`config.mk`:
```
export PLATFORM = sky130hd
export DESIGN_NAME = ifu_bpu_dyn
export DESIGN_NICKNAME = d
export VERILOG_FILES = /design/src/rtl/ifu_bpu_dyn.sv
export SDC_FILE = /design/constraint.sdc
export NUM_CORES = 1
export LEC_CHECK = 0
export CORE_AREA = 5 5 206 208
export CTS_CLUSTER_DIAMETER = 150
export CTS_CLUSTER_SIZE = 8
export DETAILED_ROUTE_END_ITERATION = 12
export DIE_AREA = 0 0 211 213
export PLACE_DENSITY = 0.46
export SKIP_CTS_REPAIR_TIMING = 1
export SLEW_MARGIN = 20
export SYNTH_ARGS = -nofsm -noshare
export SYNTH_HDL_FRONTEND = slang
export SYNTH_SLANG_ARGS = --single-unit
export TNS_END_PERCENT = 20
```
`constraint.sdc`:
```
create_clock -name clk -period 6 [get_ports clk]
set_clock_uncertainty 0.15 [all_clocks]
set_input_delay 0.9 -clock clk [delete_from_list [all_inputs] [get_ports clk]]
set_output_delay 0.9 -clock clk [all_outputs]
set_load 0.005 [all_outputs]
```
`src/rtl/ifu_bpu_dyn.sv`:
```
// IFU branch prediction unit: a table of 2-bit counters for conditional branches
// (static BTFN, bimodal or gshare), static JAL/JALR target operands and JALR rs1 hazard wait.
module ifu_bpu_dyn #(
   parameter int PC_SIZE     = 32,
   parameter int XLEN        = 32,
   parameter int RFIDX_WIDTH = 5,
   parameter int BHT_IDXW    = 6,
   parameter int MODE        = 2,
   parameter int PERF_W      = 32
) (
   input  logic                   clk,
   input  logic                   rst,
   input  logic [PC_SIZE-1:0]     pc,
   input  logic                   dec_i_valid,
   input  logic                   dec_jal,
   input  logic                   dec_jalr,
   input  logic                   dec_bxx,
   input  logic [XLEN-1:0]        dec_bjp_imm,
   input  logic [RFIDX_WIDTH-1:0] dec_jalr_rs1idx,
   input  logic                   oitf_empty,
   input  logic                   ir_nop_instr,
   input  logic                   jalr_rs1idx_match_irrdidx,
   input  logic [XLEN-1:0]        rf2bpu_x1,
   input  logic [XLEN-1:0]        rf2bpu_rs1,
   input  logic                   upd_valid,
   input  logic [BHT_IDXW-1:0]    upd_idx,
   input  logic                   upd_taken,
   input  logic                   upd_mispred,
   output logic                   prdt_taken,
   output logic [BHT_IDXW-1:0]    prdt_idx,
   output logic [PC_SIZE-1:0]     prdt_pc_add_op1,
   output logic [PC_SIZE-1:0]     prdt_pc_add_op2,
   output logic                   bpu_wait,
   output logic [BHT_IDXW-1:0]    ghr,
   output logic [PERF_W-1:0]      mispred_cnt
);

   localparam int BHT_N = 1 << BHT_IDXW;

   logic [1:0]          bht_q [0:BHT_N-1];
   logic [1:0]          bht_d [0:BHT_N-1];
   logic [BHT_IDXW-1:0] ghr_q, ghr_d;
   logic [PERF_W-1:0]   mispred_cnt_q, mispred_cnt_d;

   logic [BHT_IDXW-1:0] pc_idx;
   logic                bxx_pred;
   logic                rs1_x0, rs1_x1;
   logic                wait_x1, wait_xn;
   logic                unused_bits;

   assign unused_bits = ^{pc, dec_bjp_imm, rf2bpu_x1, rf2bpu_rs1};

   assign pc_idx   = pc[BHT_IDXW+1:2];
   assign prdt_idx = (MODE == 2) ? (pc_idx ^ ghr_q) : pc_idx;

   // Prediction reads the registered table, so a same-cycle update is not visible yet.
   assign bxx_pred   = (MODE == 0) ? dec_bjp_imm[XLEN-1] : bht_q[prdt_idx][1];
   assign prdt_taken = dec_jal | dec_jalr | (dec_bxx & bxx_pred);

   assign rs1_x0 = (dec_jalr_rs1idx == RFIDX_WIDTH'(0));
   assign rs1_x1 = (dec_jalr_rs1idx == RFIDX_WIDTH'(1));

   always_comb begin
      prdt_pc_add_op1 = PC_SIZE'(rf2bpu_rs1);
      if (dec_bxx | dec_jal) begin
         prdt_pc_add_op1 = pc;
      end else if (rs1_x0) begin
         prdt_pc_add_op1 = '0;
      end else if (rs1_x1) begin
         prdt_pc_add_op1 = PC_SIZE'(rf2bpu_x1);
      end
   end

   assign prdt_pc_add_op2 = PC_SIZE'(dec_bjp_imm);

   // x1 is forwarded from the regfile directly, so only an in-flight writer of x1 blocks it.
   assign wait_x1  = dec_i_valid & dec_jalr & rs1_x1 & (~oitf_empty | jalr_rs1idx_match_irrdidx);
   assign wait_xn  = dec_i_valid & dec_jalr & ~rs1_x0 & ~rs1_x1 & (~oitf_empty | ~ir_nop_instr);
   assign bpu_wait = wait_x1 | wait_xn;

   always_comb begin
      bht_d         = bht_q;
      ghr_d         = ghr_q;
      mispred_cnt_d = mispred_cnt_q;
      if (upd_valid) begin
         if (upd_taken) begin
            if (bht_q[upd_idx] != 2'b11) bht_d[upd_idx] = bht_q[upd_idx] + 2'b01;
         end else begin
            if (bht_q[upd_idx] != 2'b00) bht_d[upd_idx] = bht_q[upd_idx] - 2'b01;
         end
         ghr_d = {ghr_q[BHT_IDXW-2:0], upd_taken};
         if (upd_mispred && (mispred_cnt_q != '1)) begin
            mispred_cnt_d = mispred_cnt_q + PERF_W'(1);
         end
      end
   end

   always_ff @(posedge clk) begin
      if (rst) begin
         for (int i = 0; i < BHT_N; i++) bht_q[i] <= 2'b01;
         ghr_q         <= '0;
         mispred_cnt_q <= '0;
      end else begin
         bht_q         <= bht_d;
         ghr_q         <= ghr_d;
         mispred_cnt_q <= mispred_cnt_d;
      end
   end

   assign ghr         = ghr_q;
   assign mispred_cnt = mispred_cnt_q;

endmodule

```
==> results.yml, run 1 <==
clock_network:
  cts.sinks: 166
  cts_max_level: 4
  cts_inserted_buffers: 17
  clkTransAtPathRegs_ns: 0.06
  cts.path.max_buffers: 2
  cts_root_buffer: "clkbuf_16"
  clk_latency_ns: 0.45
  tritoncts: "built"
route:
  vias: 9283
  drt_iter0_markers: 593
  antenna_left: 0
  vias_per_cell: 5.01
  first_pass_iters: 5
  routedWlPerCell_um: 19.5
  wl_mm: 36.1
  route.detailed.drc: 0
layout:
  layout-drive-gt1-share: 0.0871
  diodes: 0
  syn2layout_area_growth_pct: 29.3
  finish.net_count: 1462
  fill_cells: 4358
  fin_util: 0.307
critical_path:
  cp-start-kind: "input pin"
  reg2regPathDepth: 13
  critical_path.max_fanout: 14
  cpMostUsedCell: "clkdlybuf4s50_1"
  required_ns: 4.95
  cp-end-kind: "primary output"
  crit_chain: "clkdlybuf4s50_1 -> xnor2_2 -> clkinv_1 -> mux4_1 -> o2111ai_1 -> nand4_1 -> and4_1 -> clkdlybuf4s50_1"
  cp-startpoint: "pc[3]"
  worstPathArrival_ns: 4.17
  worst-r2r-setup-slack_ns: 2.02
  critical_path_class: "in -> out"
  slowest_delay_ns: 0.72
  slowest_stage: "xnor2_2"
global_route:
  antenna_found_initial: 0
  grt.total_usage: 0.152
  grt.overflow.total: 0
  grt_start_max_net_pins: 87
  grt_pass1_wl_mm: 53.4
  grt_pass1_vias: 8802
floorplanning:
  die_x_um: 211
  rows: 74
  ios: 261
  die_h_um: 213
  fp.coreArea_um2: 40400
  dieArea_um2: 44900
  initial_utilization: 0.238
pwr:
  ir_drop_mv: 0.171
  p_leak_nw: 4.29
  powerDensity_nw_per_um2: 219
yosys:
  synth_top_cell_area_share: 0.346
  dominantRegCellSynth: "dfxtp_1"
  synth_enable_flop_cells: 0
  syn-mean-instance-area_um2: 8.10
  synth_top_area_cell: "dfxtp_1"
  synth_compound_area_frac: 0.202
  async_flop_share: 0
  syn_nets: 1339
  ys_seq_area_frac: 0.346
  synth_area_leaders: "dfxtp_1 (35%), nand2_1 (5.7%), o21ai_0 (5.6%)"
  synth.most_common_cell: "dfxtp_1"
  ys_ff_latch: 166
  yosysUniqueCellTypes: 68
  syn_inst: 1185
  synthXorXnorAreaFrac: 0.0317
  synthMuxAreaShare: 0.102
  synth_area_um2: 9600
  synth_top_family_by_area: "simple AND/OR/NAND/NOR gates"
  synth_common_cells: "dfxtp_1 (166), nand2_1 (146), nor2_1 (125)"
  synth_simple_gate_area_share: 0.239
  synth_fa_ha_area_frac: 0.00391
  ys_warn_count: 0
timing:
  fmax_mhz: 191
  setup_viol: 0
  period_needed_ns: 5.22
  tightest_slew_ns: 1.04
  rsz0062_at_grt: "no"
  slew_violations: 0
  hold_viol_final: 0
  finalSetupTns_ns: 0
  period_share: 0.871
  relSlewSlack: 0.302
placed_design:
  gp_congestion: 0.855
  dp_hpwl_mm: 26.1
  port-buffer-count: 196
worst_hold_path:
  hold_class: "reg -> reg"
  whs_path_depth: 1
run:
  maxCapViolCount: 0
run_status:
  status: "completed"
-- through the flow --
step	power (mW)	hold slack [ns]	std cells	setup WS, ns	area (µm²)
final	2.72	0.311	1853	0.775	12400
after global routing	2.83	0.335	1853	0.555	12400
after CTS	2.76	0.315	1852	0.729	12400
after detailed placement	1.57	0.300	1820	0.657	11800
after global placement	1.57	0.292	1820	0.690	11800
after floorplan	1.37	0.280	1185	1.82	9600
-- worst max-delay path: cells and delay by family --
| kind | cells | cell delay [ns] |
|---|---|---|
| simple gates | 2 | 0.33 |
| xor+xnor | 1 | 0.72 |
| compound gates | 1 | 0.19 |
| buf+inv | 3 | 1.44 |
| mux | 1 | 0.59 |
-- how the worst max path moves through the flow --
stage                            end  slack (ns)  cells after the start
after floorplan                 flop        1.82                     15
after detailed placement        flop        0.66                     16
final                     prdt_taken        0.78                      8
after global placement          flop        0.69                     16
after global routing      prdt_taken        0.56                      8
after CTS                 prdt_taken        0.73                      8
-- cell families after synthesis --
family	count (synthesis)
muxes	67
xor gates and xnor gates	33
adders and majority gates	3
and+or+nand+nor	471
DFF	166
buffers and inverters	134
AOI/OAI and AO/OA	311
-- layout make-up --
class | instances | area (µm²) | area share
sequential | 166 | 3320 | 0.268
clock inverter | 14 | 188 | 0.0151
tap | 532 | 666 | 0.0537
clock buffer | 18 | 429 | 0.0346
multi-input combinational | 885 | 5570 | 0.449
timing repair buffer | 226 | 2180 | 0.176
inverter | 12 | 45.0 | 0.00363
-- cell usage in the layout, fill, tap and decap left out, drive strengths merged, types with 4 or more instances in the layout --
| cell | n |
|---|---|
| and2 | 7 |
| xor2 | 13 |
| nand3 | 35 |
| dfxtp | 166 |
| buf | 34 |
| clkdlybuf4s50 | 192 |
| clkinv | 5 |
| nor2b | 43 |
| nand4 | 15 |
| clkbuf | 18 |
| inv | 17 |
| and3 | 38 |
| o21ai | 107 |
| a211o | 47 |
| mux2 | 14 |
| xnor2 | 20 |
| a22o | 5 |
| mux2i | 30 |
| a21oi | 103 |
| nor4 | 4 |
| a221oi | 11 |
| nand2 | 146 |
| nand3b | 17 |
| or3 | 7 |
| nor2 | 125 |
| a22oi | 9 |
| mux4 | 23 |
| and4 | 8 |
| nor3 | 14 |
-- where the power goes --
group	total [mW]	switching (mW)	internal, mW
logic	0.426	0.239	0.187
registers	1.11	0.00635	1.11
clock network	1.18	0.514	0.668
total	2.72	0.759	1.96
-- layer usage --
layer  up-vias  global-route usage  part of all wire
li1       4463                   -                 -
met1      4525               0.197              0.44
met2       239               0.255              0.49
met3        56              0.0256             0.046
met4         0              0.0534             0.026
met5         -                   0                 0
(Power assumes the default switching activity.)
==> run 2, diff against run 1 <==
CORE_AREA = 5 5 153 155   (was 5 5 206 208)
DIE_AREA = 0 0 158 160   (was 0 0 211 213)
PLACE_DENSITY = 0.75   (was 0.46)
==> run 2 against run 1 <==
Against the previous run: critical path depth rose by 6; combinational power fell by 2%; maximum frequency rose by 0.52%; total power fell by 2.5%; design area fell by 2.8%; critical path type is now in -> reg; highest routed layer unchanged.
==> results.yml, run 2 (synthesis results as in run 1) <==
pwr:
  finalPower_mw: 2.65
  p_leak_nw: 4.26
  ir_drop_mv: 0.151
  powerDensity_nw_per_um2: 220
clock_network:
  cts_root_buffer: "clkbuf_16"
  cts.sinks: 166
  clk_latency_ns: 0.44
  cts_max_level: 4
  cts.path.max_buffers: 2
  cts_inserted_buffers: 17
  clkTransAtPathRegs_ns: 0.07
  tritoncts: "built"
layout:
  diodes: 0
  syn2layout_area_growth_pct: 25.7
  fin_util: 0.556
  layout-drive-gt1-share: 0.0829
  final_cell_mix: "clkdlybuf4s50_1 (194), dfxtp_1 (166), nand2_1 (146)"
  layout.cell_area.non_filler_um2: 12100
  layout_commonest_cell: "clkdlybuf4s50_1"
  finish.net_count: 1456
route:
  drt_iter0_markers: 1127
  routedWlPerCell_um: 20.7
  vias: 9500
  first_pass_iters: 6
  route.detailed.drc: 0
  wl_mm: 33.0
  antenna_left: 0
  vias_per_cell: 5.96
timing:
  period_needed_ns: 5.20
  fmax_mhz: 192
  setup_viol: 0
  timing.hold.ws_ns: 0.324
  relSlewSlack: 0.299
  tightest_slew_ns: 1.05
  rsz0062_at_grt: "no"
  period_share: 0.866
  hold_viol_final: 0
  finalSetupTns_ns: 0
  slew_violations: 0
run:
  maxCapViolCount: 0
placed_design:
  gp_congestion: 0.935
  dp_hpwl_mm: 24.1
  post_dp_cell_area_um2: 11500
  port-buffer-count: 196
critical_path:
  critical_path.max_fanout: 16
  required_ns: 6.18
  cp-end-kind: "flop"
  critical_path_class: "in -> reg"
  worstPathArrival_ns: 5.37
  cp-start-kind: "input pin"
floorplanning:
  fp.coreArea_um2: 21700
  dieArea_um2: 25300
  ios: 261
  initial_utilization: 0.442
  rows: 54
  die_x_um: 158
  die_h_um: 160
global_route:
  antenna_found_initial: 0
  grt_pass1_vias: 8804
  grt_start_max_net_pins: 109
  grt.overflow.total: 0
  grt.total_usage: 0.251
  grt_pass1_wl_mm: 50.5
run_status:
  status: "completed"
worst_hold_path:
  hold_class: "reg -> reg"
==> run 2: changes by cell type in the layout (fill, tap and decap cells not counted), sizes merged <==
cell	change
buf	-8
bufinv	-1
clkdlybuf4s50	+2
clkinvlp	+1
==> run 2: worst max-delay path, cell delays in order <==
cell and delay [ns]:
clkdlybuf4s50_1 0.72, nor2b_1 0.62, buf_4 0.22, a22oi_1 0.09
o221ai_2 0.42, nand2_1 0.12, and3_1 0.16, ha_1 0.17
mux2_2 0.29, nor3_2 0.38, nand2_1 0.55, nor2_1 0.33
nor2b_1 0.08, a211o_2 0.30
==> run 2: final timing paths <==
check | end | slack (ns) | cells past startpoint | startpoint
min | flop | 0.32 | 1 | flop
min reg2reg | flop | 0.32 | 1 | flop
max | flop | 0.80 | 14 | upd_idx[1]
max reg2reg | flop | 2.00 | 13 | flop
==> run 2: area by class of cell <==
| class | instances | area, µm² |
|---|---|---|
| fillers | 1951 | 9630 |
| multi-input cells | 885 | 5580 |
| clock buffers | 18 | 439 |
| inverters | 12 | 45.0 |
| repair buffers | 220 | 2160 |
| clock inverters | 14 | 165 |
| well taps | 280 | 350 |
| flip-flops and latches | 166 | 3320 |
==> run 2: layer usage <==
metal,GRT usage,part of all wire,vias up
li1,-,-,4451
met1,0.320,0.39,4452
met5,0,0,-
met2,0.410,0.48,514
met3,0.0614,0.10,83
met4,0.0946,0.035,0
==> run 2: per-stage QoR <==
step,cells,setup WS [ns]
2_1_floorplan,1185,1.82
3_3_place_gp,1563,0.595
3_5_place_dp,1563,0.477
4_1_cts,1595,0.910
5_1_grt,1595,0.509
6_report,1595,0.802
==> run 2: where the power goes <==
| part | total (mW) | switching, mW | internal [mW] |
|---|---|---|---|
| Sequential | 1.11 | 0.00645 | 1.11 |
| Clock | 1.12 | 0.483 | 0.637 |
| Combinational | 0.419 | 0.233 | 0.187 |
==> edit 1: new RTL, flow settings as in run 2 <==
Reset style: asynchronous (`rst`), changed in one clocked block.
--- a/src/rtl/ifu_bpu_dyn.sv
+++ b/src/rtl/ifu_bpu_dyn.sv
@@ -97,3 +97,3 @@
 
-   always_ff @(posedge clk) begin
+   always_ff @(posedge clk or posedge rst) begin
       if (rst) begin
Function: changed (a bounded check fails within 4 cycles, from zero or initial values and one cycle with rst high; the reset may be asserted at any time).
==> edit 1 against run 2 <==
  * Global-route usage fell by 1.7 points
  * Count of clock-buffer cells in the layout fell by 1
  * Area after synthesis increased by 2.1%
  * Worst setup slack better by 0.19 ns
  * Sequential cell count stayed put
  * First-iteration DRC count fell by 43%
  * Cell area grew 2.7%
  * Wire length fell by 8.8%
  * Largest cell class unchanged
  * Highest routed layer unchanged
Power is not compared: it rests on default switching activity, and its combinational part moved more than twofold at a synthesized area within 25%.
==> edit 1: results (changes against run 2) <==
----------------------------------------------------
[Outcome]
  Result of the run ... finished clean (unchanged)

[Place]
  Post-DP HPWL ... 22.45 mm (was 24.06 mm)
  Routability congestion estimate from global placement ... 0.9772 (was 0.9354)
  # port buffers ... 196 (unchanged)
  Pre-CTS setup slack ... 0.4798 ns (was 0.4765 ns)

[Power and ir drop]
  Peak supply drop ... 0.2291 mV
  Leakage ... around 5.3 nW

[Synth]
  Leading cell types by count after synthesis ... 136 x nand2_1, 132 x mux2_2, 102 x dfrtp_1 (was 166 x dfxtp_1, 146 x nand2_1, 125 x nor2_1)
  Largest cells by area after synthesis ... dfrtp_1 26%, dfstp_2 17%, mux2_2 15%, nand2_1 5.2%, mux4_2 3.7% (was dfxtp_1 35%, nand2_1 5.7%, o21ai_0 5.6%, a21oi_1 5.4%, mux4_2 4.9%)
  Asr flop ratio synth ... 100.0% (was 0%)
  Post-synth net total ... 1091 (was 1339)
  Most common flop cell mapped by yosys ... dfrtp_1 (was dfxtp_1)
  Count of cell types in the netlist ... 61 (was 68)
  Share of synthesized area occupied by flip-flops and latches ... 43.22% (was 34.63%)

[Clock tree]
  Number of buffers on the longest clock path ... 2 (unchanged)

[Worst hold path]
  Classification of the worst-slack hold path ... reg2reg (unchanged)

[Layout]
  ANT cells ... 0 (unchanged)
  Layout cells sized above 1 ... 26.09% (was 8.289%)
  Net count reported at finish ... 1245 (was 1456)

[Global route]
  Overall track demand over capacity in global routing ... 23.44% (was 25.10%)
  Via count of the first global-routing pass ... 7785 (was 8804)
  Wire length of the first global-routing pass ... 45.97 mm (was 50.48 mm)
  Largest net degree at the start of global routing ... 73 (was 109)

[Worst setup path]
  Arrival time at the worst endpoint ... 5.18 ns (was 5.37 ns)
  Maximum fanout along the worst path ... 11 (was 16)

[Drt]
  Overall routed net length ... 30.08 mm (was 32.98 mm)
  Starting DRT DRC Count ... 638 (was 1127)
  Number of vias per cell after detailed routing ... 5.733 (was 5.956)
  DRT Pass-1 Iters ... 6 (unchanged)

[STA]
  Max-Slew Margin vs Limit ... 27.33% (was 29.86%)

----------------------------------------------------
-- edit 1: changes by cell type in the layout (fill, tap and decap cells not counted), moves of 7 or more --
| cell | change |
|---|---|
| nor2_1 | -86 |
| dfstp_2 | +64 |
| mux2_2 | +119 |
| nand3_1 | -8 |
| nand2_1 | -10 |
| a21oi_1 | -61 |
| buf_4 | +7 |
| a211o_1 | -46 |
| nand3b_1 | -16 |
| dfrtp_1 | +102 |
| nor2b_1 | -36 |
| dfxtp_1 | -166 |
| o21ai_0 | -51 |
| mux2i_1 | -11 |
-- edit 1: cell type report --
class / count / area (um^2)
flip-flops and latches: 166 / 4234
clock inverters: 15 / 158.9
repair buffers: 225 / 2175
inverters: 15 / 61.31
multi-input cells: 666 / 4984
well taps: 280 / 350.3
clock buffers: 17 / 425.4
fillers: 1838 / 9300
-- edit 1: worst max-delay path, stage by stage --
cell and delay [ns]:
clkdlybuf4s50_1 0.69, buf_4 0.24, buf_4 0.22, mux4_2 0.51, mux2i_1 0.21, o221ai_1 0.17
or4_1 0.56, ha_1 0.21, mux2i_1 0.12, nand2_1 0.26, nor2_1 0.56, nand3_1 0.21
mux2_2 0.30
-- edit 1: where the power goes --
group | internal [mW] | switching [mW] | total, mW
Sequential | 1.35 | 0.144 | 1.49
Clock | 0.555 | 0.519 | 1.07
Combinational | 0.459 | 0.404 | 0.863
-- edit 1: cells by family (layout without fill, tap and decap cells) --
kind of cell             after synthesis  in the layout  share of synthesized area (%)
adder cells (fa/ha/maj)                3              3                         0.3832
multiplexers                         174            174                          22.55
flip-flops                           166            166                          43.22
AND/OR/NAND/NOR                      299            299                          14.62
AO/OA/AOI/OAI                        152            152                          9.464
XOR/XNOR                              38             38                          3.397
buffers and inverters                105            272                          6.360
-- edit 1: per-layer routing --
| metal | vias up | wire, um | global-route usage [%] | share of wire (%) |
|---|---|---|---|---|
| met5 | - | 0 | 0 | 0 |
| met4 | 0 | 786 | 7.328 | 2.6 |
| met3 | 58 | 1804 | 4.222 | 6.0 |
| met2 | 287 | 14860 | 37.83 | 49 |
| met1 | 3923 | 12630 | 32.17 | 42 |
| li1 | 3667 | - | - | - |
-- edit 1: path summary, 6_finish.rpt --
check	end	slack (ns)	from	cells past startpoint
max	bht_q[33]	0.99	upd_idx[0]	13
min	flop	0.33	flop	2
max reg2reg	bht_q[33]	2.17	bht_q[103]	12
min reg2reg	flop	0.33	flop	2
max in group asynchronous	bht_q[53]	3.88	rst	3
min in group asynchronous	bht_q[29]	0.65	rst	2
-- edit 1: through the flow --
stage	instance area, um^2	instances	power [mW]
finish	12390	1384	3.428
global route	12390	1384	3.580
detailed placement	11790	1352	2.364
CTS	12380	1384	3.437
floorplan	9797	937	1.969
global placement	11790	1352	2.340
==> edit 2: new RTL, flow settings as in run 2 <==
Made on the original files. Change the parameter `PC_SIZE` from 32 to 64.
--- a/src/rtl/ifu_bpu_dyn.sv
+++ b/src/rtl/ifu_bpu_dyn.sv
@@ -3,3 +3,3 @@
 module ifu_bpu_dyn #(
-   parameter int PC_SIZE     = 32,
+   parameter int PC_SIZE     = 64,
    parameter int XLEN        = 32,
Ports: changed (resized pc, prdt_pc_add_op1 and prdt_pc_add_op2); port bits go from 261 to 357. No check against the original RTL was run, so the function may have changed too.
==> edit 2 against run 2 <==
  * Wire length grew 13%
  * Count of clock-buffer cells in the layout grew 2
  * Area after synthesis grew 1.8%
  * Worst hold slack lost 0.0073 ns
  * Sequential cell count is the same
  * Worst setup slack gained 0.090 ns
  * First-iteration DRC count shrank 1.9%
  * Total power grew 4.4%
  * Die area is the same
  * Cell area grew 6.2%
  * Largest power group unchanged
==> edit 2: results (changes against run 2) <==
----------------------------------------------------
[Layout]
  #MultiIn Comb ... 900 (was 885)
  Count of buffers not belonging to the clock network in the layout ... 288 (was 220)
  Count of clock buffers in the final design ... 20 (was 18)
  Layout cells sized above 1 ... 8.500% (was 8.289%)
  Fillers ... 1851 (was 1951)
  Share of cell area taken by multi-input logic gates ... 43.95% (was 46.22%)

[Global route]
  Via count of the first global-routing pass ... 9004 (was 8804)
  Met1 demand-to-capacity share in global routing ... 35.33% (was 31.98%)
  Overall track demand over capacity in global routing ... 28.00% (was 25.10%)
  Largest net degree at the start of global routing ... 91 (was 109)
  Fraction of met2 tracks used by global routing ... 45.92% (was 41.02%)

[Worst setup path]
  Maximum fanout along the worst path ... 17 (was 16)
  Biggest cell delay along the critical path ... 0.66 ns (was 0.72 ns)

[STA]
  Slew @ Worst Pin ... 1.126 ns (was 1.049 ns)

[Drt]
  Starting DRT DRC Count ... 1106 (was 1127)
  Overall routed net length ... 37.10 mm (was 32.98 mm)
  Number of vias in the routed layout ... 9768 (was 9500)

[Synth]
  Largest cells by area after synthesis ... dfxtp_1 34%, a21oi_1 6.6%, nand2_1 6.3%, mux4_2 5.8%, buf_4 5.7% (was dfxtp_1 35%, nand2_1 5.7%, o21ai_0 5.6%, a21oi_1 5.4%, mux4_2 4.9%)
  Count of cell types in the netlist ... 60 (was 68)
  Leading cell types by count after synthesis ... 166 x dfxtp_1, 165 x nand2_1, 128 x a21oi_1 (was 166 x dfxtp_1, 146 x nand2_1, 125 x nor2_1)
  Share of synthesized area occupied by flip-flops and latches ... 34.03% (was 34.63%)

[Power and ir drop]
  Leakage ... 4.506 nW (was 4.261 nW)

[Place]
  Post-DP HPWL ... 27.79 mm (was 24.06 mm)
  # port buffers ... 260 (was 196)

[Outcome]
  Result of the run ... finished clean (unchanged)

----------------------------------------------------
==> edit 2: changes by cell type after synthesis, sizes merged, moves of 13 or more <==
cell	change
nand3	+69
o21ai	-45
a211o	-43
buf	+41
a31oi	+33
and3	-31
nor2	-30
a21oi	+25
nand2	+19
nand3b	-15
mux4	+13
==> edit 2: kinds of logic (layout without fill, tap and decap cells) <==
logic type,after synthesis,in the layout,synth area share [%]
xor+xnor,32,32,2.947
simple gates,483,483,23.45
other cells,1,32,0.03840
flops,166,166,34.03
fa+ha+maj,3,3,0.3844
compound gates,266,266,15.45
mux,84,84,13.86
buf+inv,169,334,9.840
==> edit 2: final timing paths <==
kind | start | endpoint | slack, ns | cells past startpoint
max reg2reg | flop | flop | 2.41 | 13
max | pc[2] | prdt_taken | 0.89 | 8
min reg2reg | bht_q[117] | bht_q[117] | 0.32 | 2
min | bht_q[117] | bht_q[117] | 0.32 | 2
==> edit 2: report_power, final <==
group / leakage (nW) / internal [mW] / switching, mW / total, mW
Sequential: 1.34 / 1.11 / 0.00569 / 1.11
Combinational: 2.86 / 0.227 / 0.259 / 0.486
Clock: 0.300 / 0.695 / 0.475 / 1.17
==> edit 2: worst min-delay path, cell delays in order, from the launching register on <==
cell and delay [ns]:
dfxtp_1 0.32, nand2_1 0.05, a21oi_1 0.05
==> edit 2: through the flow <==
stage | utilization (%) | setup WS, ns | std cells | area (um^2)
after floorplan | - | 1.662 | 1235 | 9882
after global placement | 56.17 | 0.9092 | 1648 | 12180
after detailed placement | 56.17 | 0.9173 | 1648 | 12180
after CTS | 59.09 | 0.8960 | 1680 | 12810
after global routing | 59.09 | 0.8282 | 1680 | 12810
final | 59.09 | 0.8927 | 1680 | 12810
